[src/rtl/branch_resolve_unit_if.sv]
// rtl/branch_resolve_unit_if.sv - IF/EX branch traffic and predictor/flush feedback bundle
// master = pipeline side (fetch and execute), slave = branch_resolve_unit.
interface branch_resolve_unit_if #(
  parameter int XLEN  = 32,
  parameter int CNT_W = 16
);
  logic             pred_valid;
  logic             pred_taken;
  logic [XLEN-1:0]  pred_pc;
  logic [XLEN-1:0]  pred_target;
  logic             ex_branch;
  logic             ex_taken;
  logic [XLEN-1:0]  ex_target;
  logic             stall_if;
  logic             upd_valid;
  logic             upd_outcome;
  logic             flush;
  logic             redirect_valid;
  logic [XLEN-1:0]  redirect_pc;
  logic             orphan_err;
  logic [CNT_W-1:0] cnt_branches;
  logic [CNT_W-1:0] cnt_mispredict;

  modport master (
    output pred_valid, pred_taken, pred_pc, pred_target,
    output ex_branch, ex_taken, ex_target,
    input  stall_if, upd_valid, upd_outcome, flush,
    input  redirect_valid, redirect_pc, orphan_err,
    input  cnt_branches, cnt_mispredict
  );

  modport slave (
    input  pred_valid, pred_taken, pred_pc, pred_target,
    input  ex_branch, ex_taken, ex_target,
    output stall_if, upd_valid, upd_outcome, flush,
    output redirect_valid, redirect_pc, orphan_err,
    output cnt_branches, cnt_mispredict
  );
endinterface

[src/rtl/branch_resolve_unit.sv]
// rtl/branch_resolve_unit.sv - in-order branch resolution, predictor update and flush/redirect
// In-flight queue of predicted branches popped by EX; a mispredict clears it and holds flush.
module branch_resolve_unit #(
  parameter int XLEN         = 32,
  parameter int DEPTH        = 4,
  parameter int FLUSH_CYCLES = 2,
  parameter int CNT_W        = 16
) (
  input logic                  clk_i,
  input logic                  rst_i,
  branch_resolve_unit_if.slave bus
);
  localparam int PTR_W = (DEPTH > 1) ? $clog2(DEPTH) : 1;
  localparam int OCC_W = PTR_W + 1;
  localparam int FC_W  = (FLUSH_CYCLES > 1) ? $clog2(FLUSH_CYCLES) : 1;

  typedef enum logic {S_IDLE, S_FLUSH} state_e;

  state_e           state_q, state_d;
  logic [FC_W-1:0]  fcnt_q, fcnt_d;
  logic [PTR_W-1:0] wr_ptr_q, wr_ptr_d;
  logic [PTR_W-1:0] rd_ptr_q, rd_ptr_d;
  logic [OCC_W-1:0] occ_q, occ_d;
  logic             upd_valid_q, upd_valid_d;
  logic             upd_outcome_q, upd_outcome_d;
  logic             redirect_valid_q, redirect_valid_d;
  logic [XLEN-1:0]  redirect_pc_q, redirect_pc_d;
  logic             orphan_q, orphan_d;
  logic [CNT_W-1:0] cnt_br_q, cnt_br_d;
  logic [CNT_W-1:0] cnt_mp_q, cnt_mp_d;

  logic             taken_mem [DEPTH];
  logic [XLEN-1:0]  pc_mem    [DEPTH];
  logic [XLEN-1:0]  tgt_mem   [DEPTH];

  logic             in_idle;
  logic             pop;
  logic             orphan_hit;
  logic             full;
  logic             stall;
  logic             push;
  logic             head_taken;
  logic [XLEN-1:0]  head_pc;
  logic [XLEN-1:0]  head_target;
  logic             mispredict;

  assign in_idle     = (state_q == S_IDLE);
  assign pop         = bus.ex_branch && in_idle && (occ_q != '0);
  assign orphan_hit  = bus.ex_branch && in_idle && (occ_q == '0);
  assign full        = (occ_q == OCC_W'(DEPTH));
  // A same-cycle pop frees a slot, so a full queue still accepts the push.
  assign stall       = full && !pop && in_idle;
  assign push        = bus.pred_valid && !stall && in_idle;
  assign head_taken  = taken_mem[rd_ptr_q];
  assign head_pc     = pc_mem[rd_ptr_q];
  assign head_target = tgt_mem[rd_ptr_q];
  assign mispredict  = pop && ((head_taken != bus.ex_taken) ||
                               (bus.ex_taken && (head_target != bus.ex_target)));

  always_comb begin
    state_d          = state_q;
    fcnt_d           = fcnt_q;
    wr_ptr_d         = wr_ptr_q;
    rd_ptr_d         = rd_ptr_q;
    occ_d            = occ_q;
    upd_valid_d      = 1'b0;
    upd_outcome_d    = 1'b0;
    redirect_valid_d = 1'b0;
    redirect_pc_d    = redirect_pc_q;
    orphan_d         = orphan_q | orphan_hit;
    cnt_br_d         = cnt_br_q;
    cnt_mp_d         = cnt_mp_q;

    case (state_q)
      S_IDLE: begin
        if (mispredict) begin
          state_d = S_FLUSH;
          fcnt_d  = FC_W'(FLUSH_CYCLES - 1);
        end
      end
      S_FLUSH: begin
        if (fcnt_q == '0) begin
          state_d = S_IDLE;
        end else begin
          fcnt_d = fcnt_q - FC_W'(1);
        end
      end
      default: state_d = S_IDLE;
    endcase

    if (pop) begin
      upd_valid_d   = 1'b1;
      upd_outcome_d = bus.ex_taken;
      if (cnt_br_q != {CNT_W{1'b1}}) begin
        cnt_br_d = cnt_br_q + CNT_W'(1);
      end
      if (mispredict && (cnt_mp_q != {CNT_W{1'b1}})) begin
        cnt_mp_d = cnt_mp_q + CNT_W'(1);
      end
    end

    // Mispredict discards everything younger, including a push landing this cycle.
    if (mispredict) begin
      redirect_valid_d = 1'b1;
      redirect_pc_d    = bus.ex_taken ? bus.ex_target : head_pc + XLEN'(4);
      wr_ptr_d         = '0;
      rd_ptr_d         = '0;
      occ_d            = '0;
    end else begin
      if (push) begin
        wr_ptr_d = wr_ptr_q + PTR_W'(1);
      end
      if (pop) begin
        rd_ptr_d = rd_ptr_q + PTR_W'(1);
      end
      occ_d = occ_q + OCC_W'(push) - OCC_W'(pop);
    end
  end

  always_ff @(posedge clk_i) begin
    if (rst_i) begin
      state_q          <= S_IDLE;
      fcnt_q           <= '0;
      wr_ptr_q         <= '0;
      rd_ptr_q         <= '0;
      occ_q            <= '0;
      upd_valid_q      <= 1'b0;
      upd_outcome_q    <= 1'b0;
      redirect_valid_q <= 1'b0;
      redirect_pc_q    <= '0;
      orphan_q         <= 1'b0;
      cnt_br_q         <= '0;
      cnt_mp_q         <= '0;
    end else begin
      state_q          <= state_d;
      fcnt_q           <= fcnt_d;
      wr_ptr_q         <= wr_ptr_d;
      rd_ptr_q         <= rd_ptr_d;
      occ_q            <= occ_d;
      upd_valid_q      <= upd_valid_d;
      upd_outcome_q    <= upd_outcome_d;
      redirect_valid_q <= redirect_valid_d;
      redirect_pc_q    <= redirect_pc_d;
      orphan_q         <= orphan_d;
      cnt_br_q         <= cnt_br_d;
      cnt_mp_q         <= cnt_mp_d;
    end
  end

  always_ff @(posedge clk_i) begin
    if (push) begin
      taken_mem[wr_ptr_q] <= bus.pred_taken;
      pc_mem[wr_ptr_q]    <= bus.pred_pc;
      tgt_mem[wr_ptr_q]   <= bus.pred_target;
    end
  end

  assign bus.stall_if       = stall;
  assign bus.upd_valid      = upd_valid_q;
  assign bus.upd_outcome    = upd_outcome_q;
  assign bus.flush          = (state_q == S_FLUSH);
  assign bus.redirect_valid = redirect_valid_q;
  assign bus.redirect_pc    = redirect_pc_q;
  assign bus.orphan_err     = orphan_q;
  assign bus.cnt_branches   = cnt_br_q;
  assign bus.cnt_mispredict = cnt_mp_q;
endmodule
[src/flat_wrapper.sv]
// flat-port wrapper written by rule: the top's interface ports become plain ports
module branch_resolve_unit_flat 
#(
  parameter int XLEN         = 32,
  parameter int DEPTH        = 4,
  parameter int FLUSH_CYCLES = 2,
  parameter int CNT_W        = 16
)
  (clk_i, rst_i, bus_pred_valid, bus_pred_taken, bus_pred_pc, bus_pred_target, bus_ex_branch, bus_ex_taken, bus_ex_target, bus_stall_if, bus_upd_valid, bus_upd_outcome, bus_flush, bus_redirect_valid, bus_redirect_pc, bus_orphan_err, bus_cnt_branches, bus_cnt_mispredict);
  branch_resolve_unit_if #(.XLEN(XLEN), .CNT_W(CNT_W)) bus_i ();
  input logic clk_i;
  input logic rst_i;
  input wire logic [$bits(bus_i.pred_valid)-1:0] bus_pred_valid;
  input wire logic [$bits(bus_i.pred_taken)-1:0] bus_pred_taken;
  input wire logic [$bits(bus_i.pred_pc)-1:0] bus_pred_pc;
  input wire logic [$bits(bus_i.pred_target)-1:0] bus_pred_target;
  input wire logic [$bits(bus_i.ex_branch)-1:0] bus_ex_branch;
  input wire logic [$bits(bus_i.ex_taken)-1:0] bus_ex_taken;
  input wire logic [$bits(bus_i.ex_target)-1:0] bus_ex_target;
  output wire logic [$bits(bus_i.stall_if)-1:0] bus_stall_if;
  output wire logic [$bits(bus_i.upd_valid)-1:0] bus_upd_valid;
  output wire logic [$bits(bus_i.upd_outcome)-1:0] bus_upd_outcome;
  output wire logic [$bits(bus_i.flush)-1:0] bus_flush;
  output wire logic [$bits(bus_i.redirect_valid)-1:0] bus_redirect_valid;
  output wire logic [$bits(bus_i.redirect_pc)-1:0] bus_redirect_pc;
  output wire logic [$bits(bus_i.orphan_err)-1:0] bus_orphan_err;
  output wire logic [$bits(bus_i.cnt_branches)-1:0] bus_cnt_branches;
  output wire logic [$bits(bus_i.cnt_mispredict)-1:0] bus_cnt_mispredict;
  assign bus_i.pred_valid = bus_pred_valid;
  assign bus_i.pred_taken = bus_pred_taken;
  assign bus_i.pred_pc = bus_pred_pc;
  assign bus_i.pred_target = bus_pred_target;
  assign bus_i.ex_branch = bus_ex_branch;
  assign bus_i.ex_taken = bus_ex_taken;
  assign bus_i.ex_target = bus_ex_target;
  assign bus_stall_if = bus_i.stall_if;
  assign bus_upd_valid = bus_i.upd_valid;
  assign bus_upd_outcome = bus_i.upd_outcome;
  assign bus_flush = bus_i.flush;
  assign bus_redirect_valid = bus_i.redirect_valid;
  assign bus_redirect_pc = bus_i.redirect_pc;
  assign bus_orphan_err = bus_i.orphan_err;
  assign bus_cnt_branches = bus_i.cnt_branches;
  assign bus_cnt_mispredict = bus_i.cnt_mispredict;
  branch_resolve_unit #(.XLEN(XLEN), .DEPTH(DEPTH), .FLUSH_CYCLES(FLUSH_CYCLES), .CNT_W(CNT_W)) u_core (.clk_i(clk_i), .rst_i(rst_i), .bus(bus_i));
endmodule
[config.mk]
export PLATFORM = sky130hd
export DESIGN_NAME = branch_resolve_unit_flat
export DESIGN_NICKNAME = d
export VERILOG_FILES = /design/src/rtl/branch_resolve_unit_if.sv /design/src/rtl/branch_resolve_unit.sv /design/src/flat_wrapper.sv
export SDC_FILE = /design/constraint.sdc
export NUM_CORES = 1
export LEC_CHECK = 0
export BUFFER_PORTS_ARGS = -buffer_cell sky130_fd_sc_hd__buf_2
export CORE_MARGIN = 2
export CORE_UTILIZATION = 55
export DETAILED_ROUTE_END_ITERATION = 16
export PLACE_DENSITY_LB_ADDON = 0.3
export SLEW_MARGIN = 25
export SYNTH_ARGS = -nofsm -noshare
export SYNTH_HDL_FRONTEND = slang
export SYNTH_SLANG_ARGS = --single-unit
[constraint.sdc]
create_clock -name clk_i -period 3.9 [get_ports clk_i]
set_clock_uncertainty 0.2 [all_clocks]
set_input_delay 0.39 -clock clk_i [delete_from_list [all_inputs] [get_ports clk_i]]
set_output_delay 0.39 -clock clk_i [all_outputs]
set_load 0.02 [all_outputs]
# ---- After elaboration in Yosys (flattened, before gate mapping)
# Memories as Yosys holds them, arrays and structs flattened. A register that Yosys moved wholly into a read port is not among the register bits.
# Cells that the tools add are included.
dict set report op_classes {
  n_addsub 8
  eq_ne 6
  mux 16
  bitwise 3
  reduce_logical 19
}
# op n
set op_table {}
lappend op_table {{adder 16 x 1 -> 16 bit (second input constant)} 2}
lappend op_table {{adder 32 x 3 -> 32 bit (second input constant)} 1}
lappend op_table {{2-to-1 mux 32 bit} 1}
lappend op_table {{!= test 16 bit (second input constant)} 2}
lappend op_table {{!= test 32 bit} 1}
lappend op_table {{2-to-1 mux 2 bit} 6}
lappend op_table {{logical AND 1 bit} 10}
lappend op_table {{2-to-1 mux 1 bit} 7}
lappend op_table {{adder 2 x 1 -> 2 bit (second input constant)} 2}
lappend op_table {{one-hot mux 1 bit (2 select lines)} 2}
lappend op_table {{AND reduction 2 bit} 2}
lappend op_table {{OR reduction 2 bit} 2}
lappend op_table {{adder 3 x 1 -> 3 bit} 1}
lappend op_table {{== test 3 bit (second input constant)} 1}
lappend op_table {{zero test 3 bit} 1}
lappend op_table {{nonzero test 3 bit} 1}
lappend op_table {{subtractor 3 x 1 -> 3 bit} 1}
lappend op_table {{zero test 1 bit} 2}
lappend op_table {{!= test 2 bit (second input constant)} 1}
lappend op_table {{NOT 1 bit} 2}
lappend op_table {{logical OR 1 bit} 1}
lappend op_table {{!= test 1 bit} 1}
lappend op_table {{bitwise OR 1 bit} 1}
lappend op_table {{subtractor 1 bit (second input constant)} 1}
dict set report totals {
  reg_bits 77
  mem_bits_rw 260
  out_inout_bits 70
  memories 3
}
# name depth word_bits read_ports rd_clocked_by_memory_dff write_ports line_no
set memory_table {}
lappend memory_table {u_core.pc_mem 4 32 1 1 1 branch_resolve_unit.sv:33} ;# logic [XLEN-1:0] pc_mem [DEPTH];
lappend memory_table {u_core.tgt_mem 4 32 1 1 1 branch_resolve_unit.sv:34} ;# logic [XLEN-1:0] tgt_mem [DEPTH];
lappend memory_table {u_core.taken_mem 4 1 1 1 1 branch_resolve_unit.sv:32} ;# logic taken_mem [DEPTH];

# ---- Logic depth before layout (Yosys ltp)
dict set report depth {
  ltp_word 11
  ltp_mapped 13
}

# ---- Worst setup path before layout
# Ideal clock, no wire load.
dict set report synth_timing {
  path_kind {register -> register}
  from {register u_core.state_q, in the netlist u_core.bus.flush}
  to {memory u_core.pc_mem[1][0] (enable)}
  setup_ns 0.430
  arrival_time_ns 3.009
  required_time_ns 3.270
  path_slack_ns 0.262
  path_stages_with_launch 5
  n_path_buf 0
  period_less_slack_ns 3.638
  path_cell_list {dfxtp_1 nor2_1 and4_1 nor3b_1 and2_1}
}
dict set report synth_between {
  elab_chain_len 11
}
# element line_no
set synth_rtl {}
lappend synth_rtl {{start: declaration} branch_resolve_unit.sv:19} ;# state_e state_q, state_d;
lappend synth_rtl {{start signal: assignment} branch_resolve_unit.sv:135} ;# state_q <= state_d;
lappend synth_rtl {{NOT 1 bit *} branch_resolve_unit.sv:47} ;# assign in_idle = (state_q == S_IDLE);
lappend synth_rtl {{logical AND 1 bit (2 in series)} branch_resolve_unit.sv:48} ;# assign pop = bus.ex_branch && in_idle && (occ_q != '0);
lappend synth_rtl {{zero test 1 bit} branch_resolve_unit.sv:52} ;# assign stall = full && !pop && in_idle;
lappend synth_rtl {{logical AND 1 bit} branch_resolve_unit.sv:52}
lappend synth_rtl {{logical AND 1 bit *} branch_resolve_unit.sv:52}
lappend synth_rtl {{via bus_stall_if} flat_wrapper.sv:20} ;# output wire logic [$bits(bus_i.stall_if)-1:0] bus_stall_if;
lappend synth_rtl {{zero test 1 bit *} branch_resolve_unit.sv:53} ;# assign push = bus.pred_valid && !stall && in_idle;
lappend synth_rtl {{logical AND 1 bit * (2 in series)} branch_resolve_unit.sv:53}
lappend synth_rtl {{via u_core.push} branch_resolve_unit.sv:41} ;# logic push;
lappend synth_rtl {{2-to-1 mux 1 bit *} branch_resolve_unit.sv:151} ;# if (push) begin
lappend synth_rtl {{2-to-1 mux 1 bit (not written as such) *} branch_resolve_unit.sv:153} ;# pc_mem[wr_ptr_q] <= bus.pred_pc;
lappend synth_rtl {{end: declaration} branch_resolve_unit.sv:33}
# The timed path passes the listed nets; every way through them passes the cells marked *.

==> reports/qor.yml <==
status: "completed"
yosysTopAreaCell: "edfxtp_1"
startpoint_type: "register"
rsz0062_at_grt: "false"
post-route-util: 0.672
io_pins: 172
core_um2: 25800
fmax_mhz: 282
dp.final_hpwl_um: 22300
crit_type: "reg -> reg"
synth_top_area_frac: 0.544
via_per_inst: 5.87
worstPathCellList: "buf_4 > mux4_2 > xnor2_1 > nand2_1 > nor4_1 > and4_4 > nor2_2 > nor3_1"
synthArstFlopShare: 0
place_ws_ps: 156
syn-num-nets: 1038
h-tree-depth: 2
row_count: 59
via_count: 9029
cp_slowest_stage_delay_ps: 620
antenna_found_initial: 1
cts_buffers: 36
nFillCells: 1803
min_period_ps: 3540
ys_ff_latch: 339
diodes: 0
drv_cap: 0
p_per_area_nw_per_um2: 595
final_max_slew_viol_count: 0
drtPass1Iterations: 7
setup_viol: 0
wl_per_cell_um: 21.9
max-slew-margin-rel: 0.367
cpMaxStageDelayCell: "dfxtp_4"
synthDistinctLibCells: 71
syn2layout_area_growth_pct: 21.0
clock_path_buffers: 3
synthCells: 926
cts.sinks: 339
die_w_um: 166
io_buffer_count: 171
synth.avg_cell_area_um2: 15.5
critical_path_required_ps: 4100
overflow: 0
drc_errors: 0
finalWirelength_um: 33600
synth-compound-area-share: 0.0600
peakVddDrop_v: 0.000425
crit_path_end_kind: "register"
synth_top_family_by_area: "multiplexers"
initial_core_util: 0.555
cts_setup_buffers: 0
rr_worst_depth: 8
yosysSeqAreaShare: 0.654
grt_max_degree: 72
cp_top_family: "simple AND/OR/NAND/NOR gates"
synth_xor_area_frac: 0.0458
gp_congestion: 0.852
crit_fanout: 32
synth_common_cells: "edfxtp_1, dfxtp_1, xnor2_1"
cp.buffers_inverters: 1
postRouteAntennaNets: 0
die_h_um: 166
max_slew.worst_pin.slew_ps: 950
p_leak_nw: 6.13
finalNetCount: 1289
grt_pass1_wl_um: 50000
clk_pin_slew_worst_paths_ps: 60
yosys-top-cells-area: "edfxtp_1, dfxtp_1, mux4_2"
fin_setup_tns_ps: 0
grt.total_usage: 0.245
crit_cells: 8
hp-class: "in -> reg"
synthAdderAreaFrac: 0.00924
setup_ws_ps: 356
cp.arrival_ps: 3750
drive_gt1_frac: 0.270
synthFlopType: "edfxtp_1"
root_buffer: "clkbuf_16"
clock_latency_ps: 520
post_synth_instance_area_um2: 14300
grt_pass1_vias: 8750
cts_tree: "yes"
worstHoldPathCells: 3
synthSimpleGateAreaFrac: 0.0842
post-route-period-util: 0.909
drt_iter0_drc: 882
synth-edff-count: 260
die_area_um2: 27400
hold_violations: 0
ys_warn_count: 0
synth.most_common_cell: "edfxtp_1"
muxShareOfSynthArea: 0.116
metal layers:
metal  up-vias  wire length [µm]  track usage  share of wire
met5         -                 7            0        0.00021
met4         2              1070       0.0842          0.032
met3        69              2480       0.0372          0.074
met2       378             15800        0.386           0.47
met1      4455             14200        0.352           0.42
li1       4125                 -            -              -
registers in the layout, summed over array words and instances (netlist names), named ones only:
name                       count
u_core.bus.cnt_branches       16
u_core.bus.cnt_mispredict     16
u_core.bus.flush               1
u_core.bus.orphan_err          1
u_core.bus.redirect_pc        32
u_core.bus.redirect_valid      1
u_core.bus.upd_outcome         1
u_core.bus.upd_valid           1
u_core.fcnt_q                  1
u_core.occ_q                   3
u_core.pc_mem                128
u_core.rd_ptr_q                2
u_core.taken_mem               4
u_core.tgt_mem               128
u_core.wr_ptr_q                2
cell usage in the layout, fill, tap and decap left out, types with 32 or more instances in the layout:
| cell | count |
|---|---|
| clkbuf_16 | 38 |
| xnor2_1 | 51 |
| nand2_1 | 50 |
| edfxtp_1 | 260 |
| dlygate4sd3_1 | 65 |
| o21ai_0 | 32 |
| dfxtp_1 | 77 |
| buf_2 | 171 |
| mux4_2 | 36 |
| nor2_1 | 42 |
timing repair:
item | in CTS | in global routing
hold buffers | 65 | 0
resized for setup | 0 | 1
endpoints found under the hold margin | 260 | 0
setup endpoints to repair | 0 | 11
worst paths after layout:
path	start	to	slack [ps]
hold reg to reg	u_core.fcnt_q$_SDFFE_PP0P_	u_core.bus.flush$_SDFF_PP0_	270
setup reg to reg	register	register	360
hold / removal	bus_ex_target[0]	u_core.bus.redirect_pc[0]$_SDFFE_PP0P_	10
setup / recovery	register	register	360
final cells by class:
| class | count | area, µm² | area share |
|---|---|---|---|
| clock buffer | 45 | 977 | 0.0563 |
| clock inverter | 18 | 174 | 0.0100 |
| tap | 335 | 419 | 0.0241 |
| multi-input combinational | 522 | 4530 | 0.261 |
| inverter | 16 | 60.1 | 0.00346 |
| timing repair buffer | 262 | 1800 | 0.104 |
| sequential | 339 | 9400 | 0.541 |
through the flow:
stage               hold WS (ps)  power [W]  instances  cell area [µm²]
detailed placement           262    0.00703       1409            15600
CTS                         9.04     0.0104       1537            17400
global route                15.7     0.0107       1537            17400
finish                      12.7     0.0103       1537            17400
floorplan                    237    0.00634        926            14300
global placement             242    0.00698       1409            15600
worst register-to-register path: cells and delay by family, from the launching register on:
kind	cells	cell delay, ps
flip-flops	1	620
XOR/XNOR	1	160
multiplexers	1	560
buffers and inverters	1	420
AND/OR/NAND/NOR	5	1480
cells by family (layout without fill, tap and decap cells):
| group | Yosys count | in the layout |
|---|---|---|
| muxes | 89 | 89 |
| adders and majority gates | 10 | 10 |
| buffers and inverters | 65 | 341 |
| AOI/OAI and AO/OA | 128 | 128 |
| xor gates and xnor gates | 75 | 75 |
| DFF | 339 | 339 |
| and+or+nand+nor | 220 | 220 |
report_power, final:
| part | leakage, nW | switching, W | internal [W] | total (W) |
|---|---|---|---|---|
| registers | 3.02 | 0.000219 | 0.00437 | 0.00459 |
| logic | 2.54 | 0.00139 | 0.00104 | 0.00242 |
| clock network | 0.559 | 0.00138 | 0.00193 | 0.00331 |
No activity file was read; power rests on OpenSTA's default activity.
